<file path="config.mk">
export PLATFORM = sky130hd
export DESIGN_NAME = mac_mem_sequencer_flat
export DESIGN_NICKNAME = d
export VERILOG_FILES = /design/src/rtl/mac_mem_sequencer_if.sv /design/src/rtl/mac_mem_sequencer.sv /design/src/flat_wrapper.sv
export SDC_FILE = /design/constraint.sdc
export NUM_CORES = 1
export LEC_CHECK = 0
export CORE_MARGIN = 2
export CORE_UTILIZATION = 46
export CTS_BUF_LIST = sky130_fd_sc_hd__clkbuf_2
export DETAILED_ROUTE_END_ITERATION = 8
export PLACE_DENSITY = 0.9
export SLEW_MARGIN = 20
export SYNTH_ARGS = -nofsm -noshare
export SYNTH_HDL_FRONTEND = slang
export SYNTH_SLANG_ARGS = --single-unit
</file>
<file path="constraint.sdc">
create_clock -name clk -period 4.5 [get_ports clk]
set_input_delay 1.35 -clock clk [delete_from_list [all_inputs] [get_ports clk]]
set_output_delay 1.35 -clock clk [all_outputs]
set_load 0.005 [all_outputs]
</file>
<file path="src/rtl/mac_mem_sequencer_if.sv">
// mac_mem_sequencer_if: operation type and the single request/grant memory port
// Ports: master drives req/we/addr/wdata and receives gnt/rvalid/rdata; slave is the mirror
package mac_mem_pkg;
    typedef logic [1:0] mac_op_t;
endpackage

interface mac_mem_sequencer_if #(parameter int ADDR_W = 32) ();
    logic              req;
    logic              we;
    logic [ADDR_W-1:0] addr;
    logic [31:0]       wdata;
    logic              gnt;
    logic              rvalid;
    logic [31:0]       rdata;
    modport master (output req, we, addr, wdata, input gnt, rvalid, rdata);
    modport slave  (input req, we, addr, wdata, output gnt, rvalid, rdata);
endinterface

</file>
<file path="src/rtl/mac_mem_sequencer.sv">
// mac_mem_sequencer: fetches A/B matrix rows, presents them to the MAC, writes the results back
// Ports: clk/rst_n (sync active-low); start_i/mac_op_i/base_*_i command; busy_o/done_o/err_o status;
//        mem memory master port; mat_word*_o/mac_op_o to MAC wrapper; res_word*_i from MAC wrapper
module mac_mem_sequencer
    import mac_mem_pkg::*;
#(
    parameter int WORD_STRIDE = 4,
    parameter int ADDR_W      = 32
) (
    input  logic                clk,
    input  logic                rst_n,
    input  logic                start_i,
    input  mac_op_t             mac_op_i,
    input  logic [ADDR_W-1:0]   base_a_i,
    input  logic [ADDR_W-1:0]   base_b_i,
    input  logic [ADDR_W-1:0]   base_c_i,
    output logic                busy_o,
    output logic                done_o,
    output logic                err_o,
    mac_mem_sequencer_if.master mem,
    output logic [31:0]         mat_word0_o,
    output logic [31:0]         mat_word1_o,
    output logic [31:0]         mat_word2_o,
    output logic [31:0]         mat_word3_o,
    output logic [31:0]         mat_word4_o,
    output logic [31:0]         mat_word5_o,
    output mac_op_t             mac_op_o,
    input  logic [31:0]         res_word0_i,
    input  logic [31:0]         res_word1_i,
    input  logic [31:0]         res_word2_i
);
    localparam logic [2:0] IDLE = 3'd0, RD_REQ = 3'd1, RD_WAIT = 3'd2, COMPUTE = 3'd3, WR_REQ = 3'd4, DONE = 3'd5;
    logic [2:0]        state, k;
    logic [ADDR_W-1:0] base_a, base_b, base_c, stride, rd_addr, wr_addr;
    logic [31:0]       mat [6];
    logic [31:0]       res [3];
    logic              err, aligned;
    mac_op_t           op;
    always_comb begin
        stride    = ADDR_W'(WORD_STRIDE);
        // k 0..2 walks A, k 3..5 walks B
        rd_addr   = (k < 3'd3) ? base_a + ADDR_W'(k) * stride : base_b + ADDR_W'(k - 3'd3) * stride;
        wr_addr   = base_c + ADDR_W'(k) * stride;
        aligned   = base_a_i[1:0] == 2'd0 && base_b_i[1:0] == 2'd0 && base_c_i[1:0] == 2'd0;
        busy_o    = state != IDLE;
        done_o    = state == DONE;
        err_o     = err;
        mem.req   = state == RD_REQ || state == WR_REQ;
        mem.we    = state == WR_REQ;
        mem.addr  = state == RD_REQ ? rd_addr : state == WR_REQ ? wr_addr : '0;
        mem.wdata = state == WR_REQ ? res[k[1:0]] : 32'd0;
    end
    assign mat_word0_o = mat[0];
    assign mat_word1_o = mat[1];
    assign mat_word2_o = mat[2];
    assign mat_word3_o = mat[3];
    assign mat_word4_o = mat[4];
    assign mat_word5_o = mat[5];
    assign mac_op_o    = op;
    always_ff @(posedge clk) begin
        if (!rst_n) begin
            state  <= IDLE;
            k      <= 3'd0;
            err    <= 1'b0;
            op     <= '0;
            base_a <= '0;
            base_b <= '0;
            base_c <= '0;
            mat    <= '{default: '0};
            res    <= '{default: '0};
        end else begin
            err <= 1'b0;
            case (state)
                IDLE: if (start_i) begin
                    if (aligned) begin
                        base_a <= base_a_i;
                        base_b <= base_b_i;
                        base_c <= base_c_i;
                        op     <= mac_op_i;
                        k      <= 3'd0;
                        state  <= RD_REQ;
                    end else begin
                        err <= 1'b1;
                    end
                end
                RD_REQ: if (mem.gnt) state <= RD_WAIT;
                RD_WAIT: if (mem.rvalid) begin
                    mat[k] <= mem.rdata;
                    state  <= (k == 3'd5) ? COMPUTE : RD_REQ;
                    k      <= (k == 3'd5) ? k : k + 3'd1;
                end
                // mat words have been stable since the last capture, so the MAC result is settled
                COMPUTE: begin
                    res   <= '{res_word0_i, res_word1_i, res_word2_i};
                    k     <= 3'd0;
                    state <= WR_REQ;
                end
                WR_REQ: if (mem.gnt) begin
                    state <= (k == 3'd2) ? DONE : WR_REQ;
                    k     <= (k == 3'd2) ? k : k + 3'd1;
                end
                default: state <= IDLE;
            endcase
        end
    end
endmodule

</file>
<file path="src/flat_wrapper.sv">
// flat-port wrapper written by rule: the top's interface ports become plain ports
module mac_mem_sequencer_flat import mac_mem_pkg::*;
#(
    parameter int WORD_STRIDE = 4,
    parameter int ADDR_W      = 32
)
  (clk, rst_n, start_i, mac_op_i, base_a_i, base_b_i, base_c_i, busy_o, done_o, err_o, mat_word0_o, mat_word1_o, mat_word2_o, mat_word3_o, mat_word4_o, mat_word5_o, mac_op_o, res_word0_i, res_word1_i, res_word2_i, mem_req, mem_we, mem_addr, mem_wdata, mem_gnt, mem_rvalid, mem_rdata);
  mac_mem_sequencer_if #(.ADDR_W(ADDR_W)) mem_i ();
  input  logic clk;
  input  logic rst_n;
  input  logic start_i;
  input  mac_op_t mac_op_i;
  input  logic [ADDR_W-1:0] base_a_i;
  input  logic [ADDR_W-1:0] base_b_i;
  input  logic [ADDR_W-1:0] base_c_i;
  output logic busy_o;
  output logic done_o;
  output logic err_o;
  output logic [31:0] mat_word0_o;
  output logic [31:0] mat_word1_o;
  output logic [31:0] mat_word2_o;
  output logic [31:0] mat_word3_o;
  output logic [31:0] mat_word4_o;
  output logic [31:0] mat_word5_o;
  output mac_op_t mac_op_o;
  input  logic [31:0] res_word0_i;
  input  logic [31:0] res_word1_i;
  input  logic [31:0] res_word2_i;
  output wire logic [$bits(mem_i.req)-1:0] mem_req;
  output wire logic [$bits(mem_i.we)-1:0] mem_we;
  output wire logic [$bits(mem_i.addr)-1:0] mem_addr;
  output wire logic [$bits(mem_i.wdata)-1:0] mem_wdata;
  input wire logic [$bits(mem_i.gnt)-1:0] mem_gnt;
  input wire logic [$bits(mem_i.rvalid)-1:0] mem_rvalid;
  input wire logic [$bits(mem_i.rdata)-1:0] mem_rdata;
  assign mem_req = mem_i.req;
  assign mem_we = mem_i.we;
  assign mem_addr = mem_i.addr;
  assign mem_wdata = mem_i.wdata;
  assign mem_i.gnt = mem_gnt;
  assign mem_i.rvalid = mem_rvalid;
  assign mem_i.rdata = mem_rdata;
  mac_mem_sequencer #(.WORD_STRIDE(WORD_STRIDE), .ADDR_W(ADDR_W)) u_core (.clk(clk), .rst_n(rst_n), .start_i(start_i), .mac_op_i(mac_op_i), .base_a_i(base_a_i), .base_b_i(base_b_i), .base_c_i(base_c_i), .busy_o(busy_o), .done_o(done_o), .err_o(err_o), .mem(mem_i), .mat_word0_o(mat_word0_o), .mat_word1_o(mat_word1_o), .mat_word2_o(mat_word2_o), .mat_word3_o(mat_word3_o), .mat_word4_o(mat_word4_o), .mat_word5_o(mat_word5_o), .mac_op_o(mac_op_o), .res_word0_i(res_word0_i), .res_word1_i(res_word1_i), .res_word2_i(res_word2_i));
endmodule
</file>
==> impl_metrics.json, run 1 <==
{
  "cp_common_cell": "ha_4",
  "power_w": 0.006281,
  "totalWireLength_um": 71270,
  "ys.flop_type": "dfxtp_1",
  "clk_path_buf_depth": 3,
  "fmax_mhz": 193.4,
  "violations": "negative setup slack",
  "synth-adder-area-share_pct": 1.205,
  "grt.total_usage_pct": 33.33,
  "die_y_um": 204.5,
  "vias_per_cell": 5.525,
  "synthCells": 2374,
  "async_flop_share_pct": 0,
  "required_ps": 3150,
  "crit_family": "simple AND/OR/NAND/NOR gates",
  "synth_top_area_share_pct": 42.56,
  "grt_pass1_wl_um": 108300,
  "synthTopCellsByCount": "nand2_1, dfxtp_1, a21boi_0",
  "die_x_um": 204.5,
  "period_share_pct": 114.9,
  "period_minus_slack_ps": 5170,
  "worst_ep_arrival_time_ps": 3820,
  "synth-xor-area-share_pct": 3.648,
  "seq_area_um2": 7879,
  "numPortBuffers": 493,
  "grt_pass1_vias": 19550,
  "peakVddDrop_mv": 0.2428,
  "cp-end-kind": "output pin",
  "drive_gt1_share_pct": 13.81,
  "grt_util_met1_pct": 36.83,
  "cts_made_buffers": 99,
  "rows": 73,
  "crit_path_max_fanout": 4,
  "via_count": 19380,
  "crit_start": "u_core.k[1]",
  "rsz0062_at_grt": "true",
  "synth-edff-count": 0,
  "skew_ps": 128.7,
  "start_util_pct": 46.52,
  "drcViolationCount": 0,
  "grt_remaining_overflow": 0,
  "timing_worst_setup_path_type": "register to output pin",
  "hold_ws_ps": 464.4,
  "worstMarginPinSlew_ps": 1075,
  "synth_fp_nets": 2621,
  "synth.area.mux_share_pct": 2.525,
  "synth.avg_cell_area_um2": 7.787,
  "multi_input_area_um2": 10440,
  "setup_viol": 27,
  "cts-root-buf": "clkbuf_2",
  "syn_area_um2": 18490,
  "busiest_layer": "met2",
  "synth_top_family_by_area": "simple AND/OR/NAND/NOR gates",
  "avgRoutedWirePerCell_um": 20.32,
  "hold_viol": 0,
  "yosysWarnings": 0,
  "path_buf_inv": 4,
  "yosysUniqueCellTypes": 62,
  "p_leak_nw": 9.064,
  "yosysMostFrequentCell": "nand2_1",
  "met3_usage_pct": 10.41,
  "gp_congestion": 1.001,
  "start_kind": "register",
  "synth_compound_area_share_pct": 20.98,
  "slew_headroom_pct": 28.35,
  "finalSetupTns_ps": -13840,
  "nNetsFinal": 3152,
  "drv_slew": 0,
  "use_met2_pct": 55.91,
  "fill_cells": 3227,
  "worstSkewPairLatency_ps": 1100,
  "status": "finished, violations left",
  "cts_max_level": 3,
  "antenna_found_initial": 5,
  "synth-seq-cells": 393,
  "drtIter0Drc": 1539,
  "synth.largest_area_cell": "dfxtp_1",
  "clkSinkCount": 393,
  "path_cells": "ha_4 -> inv_2 -> ha_4 -> inv_4 -> ha_4 -> nor2b_4 -> o2111ai_4 -> a31oi_4 -> buf_6 -> nand2_4 -> a211oi_2 -> nor3_1 -> or3b_4 -> buf_6",
  "dp_slack_ps": -317.3,
  "dieArea_um2": 41800,
  "min_from": "u_core.mat_word1_o[31]",
  "cts_hold_buf": 0,
  "synthTopCellsByArea": "dfxtp_1, nand2_1, a21boi_0",
  "fin_ws_ps": -670.1,
  "slowest_delay_ps": 410,
  "final_antenna_net_count": 0,
  "clkSlewWorstSetupHoldPaths_ps": 90,
  "hp-class": "register to register",
  "core-area_um2": 39730,
  "r2r_start": "u_core.state[1]",
  "grt_start_max_net_pins": 134,
  "first_pass_iters": 5,
  "synth_seq_area_share_pct": 42.56,
  "cap_violations": 0,
  "synth-simple-area-share_pct": 24.96,
  "cts_tree": "built",
  "pin_count": 494,
  "area_growth_pct": 39.69,
  "powerDensity_nw_per_um2": 243.2,
  "hpwlAfterDp_um": 50400,
  "crit_slowest_cell": "dfxtp_4"
}
cells in the final DEF (no fill, tap or decap), drive strengths merged, types with 26 or more instances in the layout:
cell	synthesis	layout
a21boi	384	384
a21oi	46	46
and3	26	26
buf	17	147
clkbuf	165	144
clkdlybuf4s50	0	463
dfxtp	393	393
mux2i	44	44
nand2	816	816
nand3	31	31
nor2	98	98
nor3	26	26
o21ai	36	36
xnor2	46	46
xor2	31	31
per-layer routing:
metal	part of all wire, %	up-vias
met2	48	983
met1	36	9096
met3	9.2	265
li1	-	9031
met4	6.2	0
met5	0	-
report_power, final:
group / internal, W / leakage, nW / switching (W)
logic: 0.000262 / 5.22 / 0.000155
registers: 0.00348 / 3.17 / 0.00000533
clock network: 0.000872 / 0.673 / 0.00151
cell type report:
type	instances	area share [%]
antenna	5	0.04845
clock buffer	143	2.772
clock inverter	30	0.5815
inverter	15	0.2374
multi-input combinational	1784	40.44
sequential	393	30.51
tap	525	2.544
timing repair buffer	612	22.86
repair_timing:
action | 4_1_cts | 5_1_grt
pin swaps | 59 | 48
setup buffers | 16 | 8
resized for setup | 219 | 45
setup endpoints to repair | 66 | 33
tightest hold or removal path, stage by stage, from the launching register on:
cell	delay [ps]
dfxtp_1	320
nand2_1	40
a21boi_0	60
stage by stage:
stage | area, µm² | cells | utilization [%]
floorplan | 18500 | 2374 | -
detailed placement | 24260 | 3305 | 61.07
global placement | 24230 | 3304 | 60.98
global route | 25820 | 3505 | 64.98
finish | 25820 | 3507 | 64.99
CTS | 25640 | 3494 | 64.52
worst paths after layout:
check | endpoint | slack, ps | depth (start not counted)
max | mem_addr[30] | -670 | 14
min | u_core.mat_word1_o[31] | 460 | 2
min reg2reg | u_core.mat_word1_o[31] | 460 | 2
max reg2reg | u_core.base_b[23] | 1980 | 5
kinds of logic (layout without fill, tap and decap cells):
group	Yosys count	in the layout
simple gates	1106	1106
compound gates	539	539
flops	393	393
buf+inv	197	800
xor+xnor	77	77
mux	46	46
fa+ha+maj	16	16
other cells	0	5
flip-flops by register name, indices dropped and copies added, names as in the netlist, 2 cells and up:
register and flops:
u_core.mat_word2_o 32, u_core.base_b 32, u_core.mat_word5_o 32, u_core.k 3, u_core.res 96, u_core.mac_op_o 2, u_core.mat_word0_o 32, u_core.base_a 32
u_core.mat_word4_o 32, u_core.base_c 32, u_core.mat_word3_o 32, u_core.state 3, u_core.mat_word1_o 32
Note: power is estimated with default switching activity, not from simulation.
==> run 2, diff against run 1 <==
- CORE_UTILIZATION: 46 -> 44
- CTS_BUF_LIST: sky130_fd_sc_hd__clkbuf_2 -> unset
- PLACE_DENSITY: 0.9 -> 0.87
==> run 2 against run 1 <==
Effect of this change: the flow still finishes with violations (negative setup slack); sequential share of layout area is 0.65 points lower; critical path depth is 2 higher; clock-buffer cell count is 84 lower; global-route usage is 1.9 points lower; via count is 1.0% lower; largest cell class unchanged; clock power is 49% higher; cell count is 2.3% lower; first-iteration DRC count is 2.2% lower; critical endpoint is now mem_addr[24]; largest power group is now clock; total power is 19% higher.
==> impl_metrics.json, run 2 (synthesis results as in run 1) <==
{
  "hold_depth": 2,
  "use_met2_pct": 53.53,
  "fmax_mhz": 208.2,
  "grt.total_usage_pct": 31.45,
  "hold_ws_ps": 460.3,
  "cap_violations": 0,
  "setup_viol": 18,
  "start_kind": "register",
  "violations": "negative setup slack",
  "period_share_pct": 106.7,
  "die_y_um": 209.0,
  "drcViolationCount": 0,
  "peakVddDrop_mv": 0.3030,
  "cts-root-buf": "clkbuf_16",
  "swShare_pct": 21.80,
  "slew_headroom_pct": 30.90,
  "rr_endpoint": "u_core.mat_word0_o[5]",
  "antenna_found_initial": 5,
  "met3_usage_pct": 8.266,
  "drive_gt1_share_pct": 11.37,
  "required_ps": 3150,
  "area_growth_pct": 42.68,
  "fin_ws_ps": -303.7,
  "worst_ep_arrival_time_ps": 3450,
  "pwr-share-seq_pct": 46.7,
  "hpwlAfterDp_um": 50020,
  "cts_tree": "built",
  "dieArea_um2": 43670,
  "critPathCapture": "mem_addr[24]",
  "cp-end-kind": "output pin",
  "mostFrequentLayoutCell": "nand2_1",
  "clkSlewWorstSetupHoldPaths_ps": 60,
  "vias_per_cell": 5.594,
  "die_x_um": 209.0,
  "p_sw_w": 0.001627,
  "numPortBuffers": 493,
  "worstSkewPairLatency_ps": 570,
  "pin_count": 494,
  "gp_congestion": 0.9946,
  "busiest_layer": "met2",
  "start_util_pct": 44.37,
  "powerDensity_nw_per_um2": 282.9,
  "clk_path_buf_depth": 3,
  "via_count": 19180,
  "cts_max_level": 2,
  "timing_worst_setup_path_type": "register to output pin",
  "r2r_start": "u_core.state[2]",
  "r2r_slack_ps": 2010,
  "drtIter0Drc": 1505,
  "rows": 75,
  "multi_input_area_um2": 10510,
  "clkPwrFrac_pct": 47.6,
  "rsz0062_at_grt": "true",
  "top_register": "u_core.res",
  "status": "finished, violations left",
  "drv_slew": 0,
  "final_antenna_net_count": 0,
  "share_comb_of_total_power_pct": 5.6,
  "nNetsFinal": 3099,
  "grt_start_max_net_pins": 144,
  "crit_path_max_fanout": 5,
  "core-area_um2": 41670,
  "totalWireLength_um": 71890,
  "r2r_cells": 6,
  "largest_reg_flops": 96,
  "worstMarginPinSlew_ps": 1037,
  "cts_made_buffers": 42,
  "hold_viol": 0,
  "p_leak_nw": 9.100,
  "crit_start": "u_core.k[0]",
  "clkSinkCount": 393,
  "grt_remaining_overflow": 0,
  "fill_cells": 3369,
  "avgRoutedWirePerCell_um": 20.97,
  "period_minus_slack_ps": 4804,
  "p_int_w": 0.005835,
  "mostFrequentLayoutCells": "nand2_1, clkdlybuf4s50_1, dfxtp_1",
  "hp-class": "register to register",
  "seq_area_um2": 7875,
  "grt_pass1_wl_um": 107700,
  "cts_hold_buf": 0,
  "skew_ps": 20.72,
  "finalSetupTns_ps": -2522,
  "first_pass_iters": 7,
  "grt_pass1_vias": 18650,
  "grt_util_met1_pct": 36.16
}
[run 2: metal layers]
layer  vias up  part of all wire, %
met4         2                  5.8
met5         -                0.011
met1      9077                   37
met2       990                   48
met3       233                  9.3
li1       8875                    -
[run 2: cell type report]
cell class | instances | share of cell area, %
Antenna cell | 5 | 0.04744
Inverter | 15 | 0.2324
Sequential cell | 393 | 29.86
Clock buffer | 59 | 4.379
Timing Repair Buffer | 616 | 22.18
Tap cell | 539 | 2.557
Clock inverter | 17 | 0.9108
Multi-Input combinational cell | 1784 | 39.84
[run 2: stage by stage]
step	cell area (µm²)	cells	total power [W]	setup slack, ps	utilization [%]
2_1_floorplan	18500	2374	0.003685	67.82	-
3_3_place_gp	24200	3319	0.003961	-121.3	58.09
3_5_place_dp	24210	3319	0.003962	-175.3	58.11
4_1_cts	26070	3416	0.007496	-283.5	62.57
5_1_grt	26370	3427	0.007659	-388.9	63.30
6_report	26380	3428	0.007462	-303.7	63.30
[run 2: repair_timing]
action,in CTS,in global routing
setup endpoints to repair,28,27
buffers inserted,21,14
gates resized for setup,177,81
gates cloned,0,0
pin swaps,54,62
[run 2: worst min path at each step]
stage,start,endpoint
after floorplan,u_core.res[64],u_core.res[64]
after global placement,u_core.mat_word3_o[21],u_core.mat_word3_o[21]
after detailed placement,u_core.mat_word0_o[11],u_core.mat_word0_o[11]
after CTS,u_core.mat_word0_o[11],u_core.mat_word0_o[11]
after global routing,u_core.res[32],u_core.res[32]
final,u_core.mat_word4_o[2],u_core.mat_word4_o[2]
[run 2: power by group through the flow]
stage / Clock (W) / Sequential (W) / Combinational (W)
CTS: 0.00360 / 0.00349 / 0.000411
floorplan: 0 / 0.00356 / 0.000122
detailed placement: 0 / 0.00357 / 0.000397
global placement: 0 / 0.00357 / 0.000396
finish: 0.00355 / 0.00349 / 0.000420
global route: 0.00373 / 0.00349 / 0.000440
[run 2: worst max-delay path, stage by stage (launching register included)]
cell and delay [ps]:
dfxtp_4 370, ha_4 130, inv_2 40, ha_4 270
inv_4 40, ha_4 210, nor2b_4 130, o31ai_1 240
buf_4 170, a31oi_4 110, buf_4 160, buf_6 120
o22ai_4 220, mux2i_2 250, o311ai_2 140, o221ai_1 110
buf_2 170
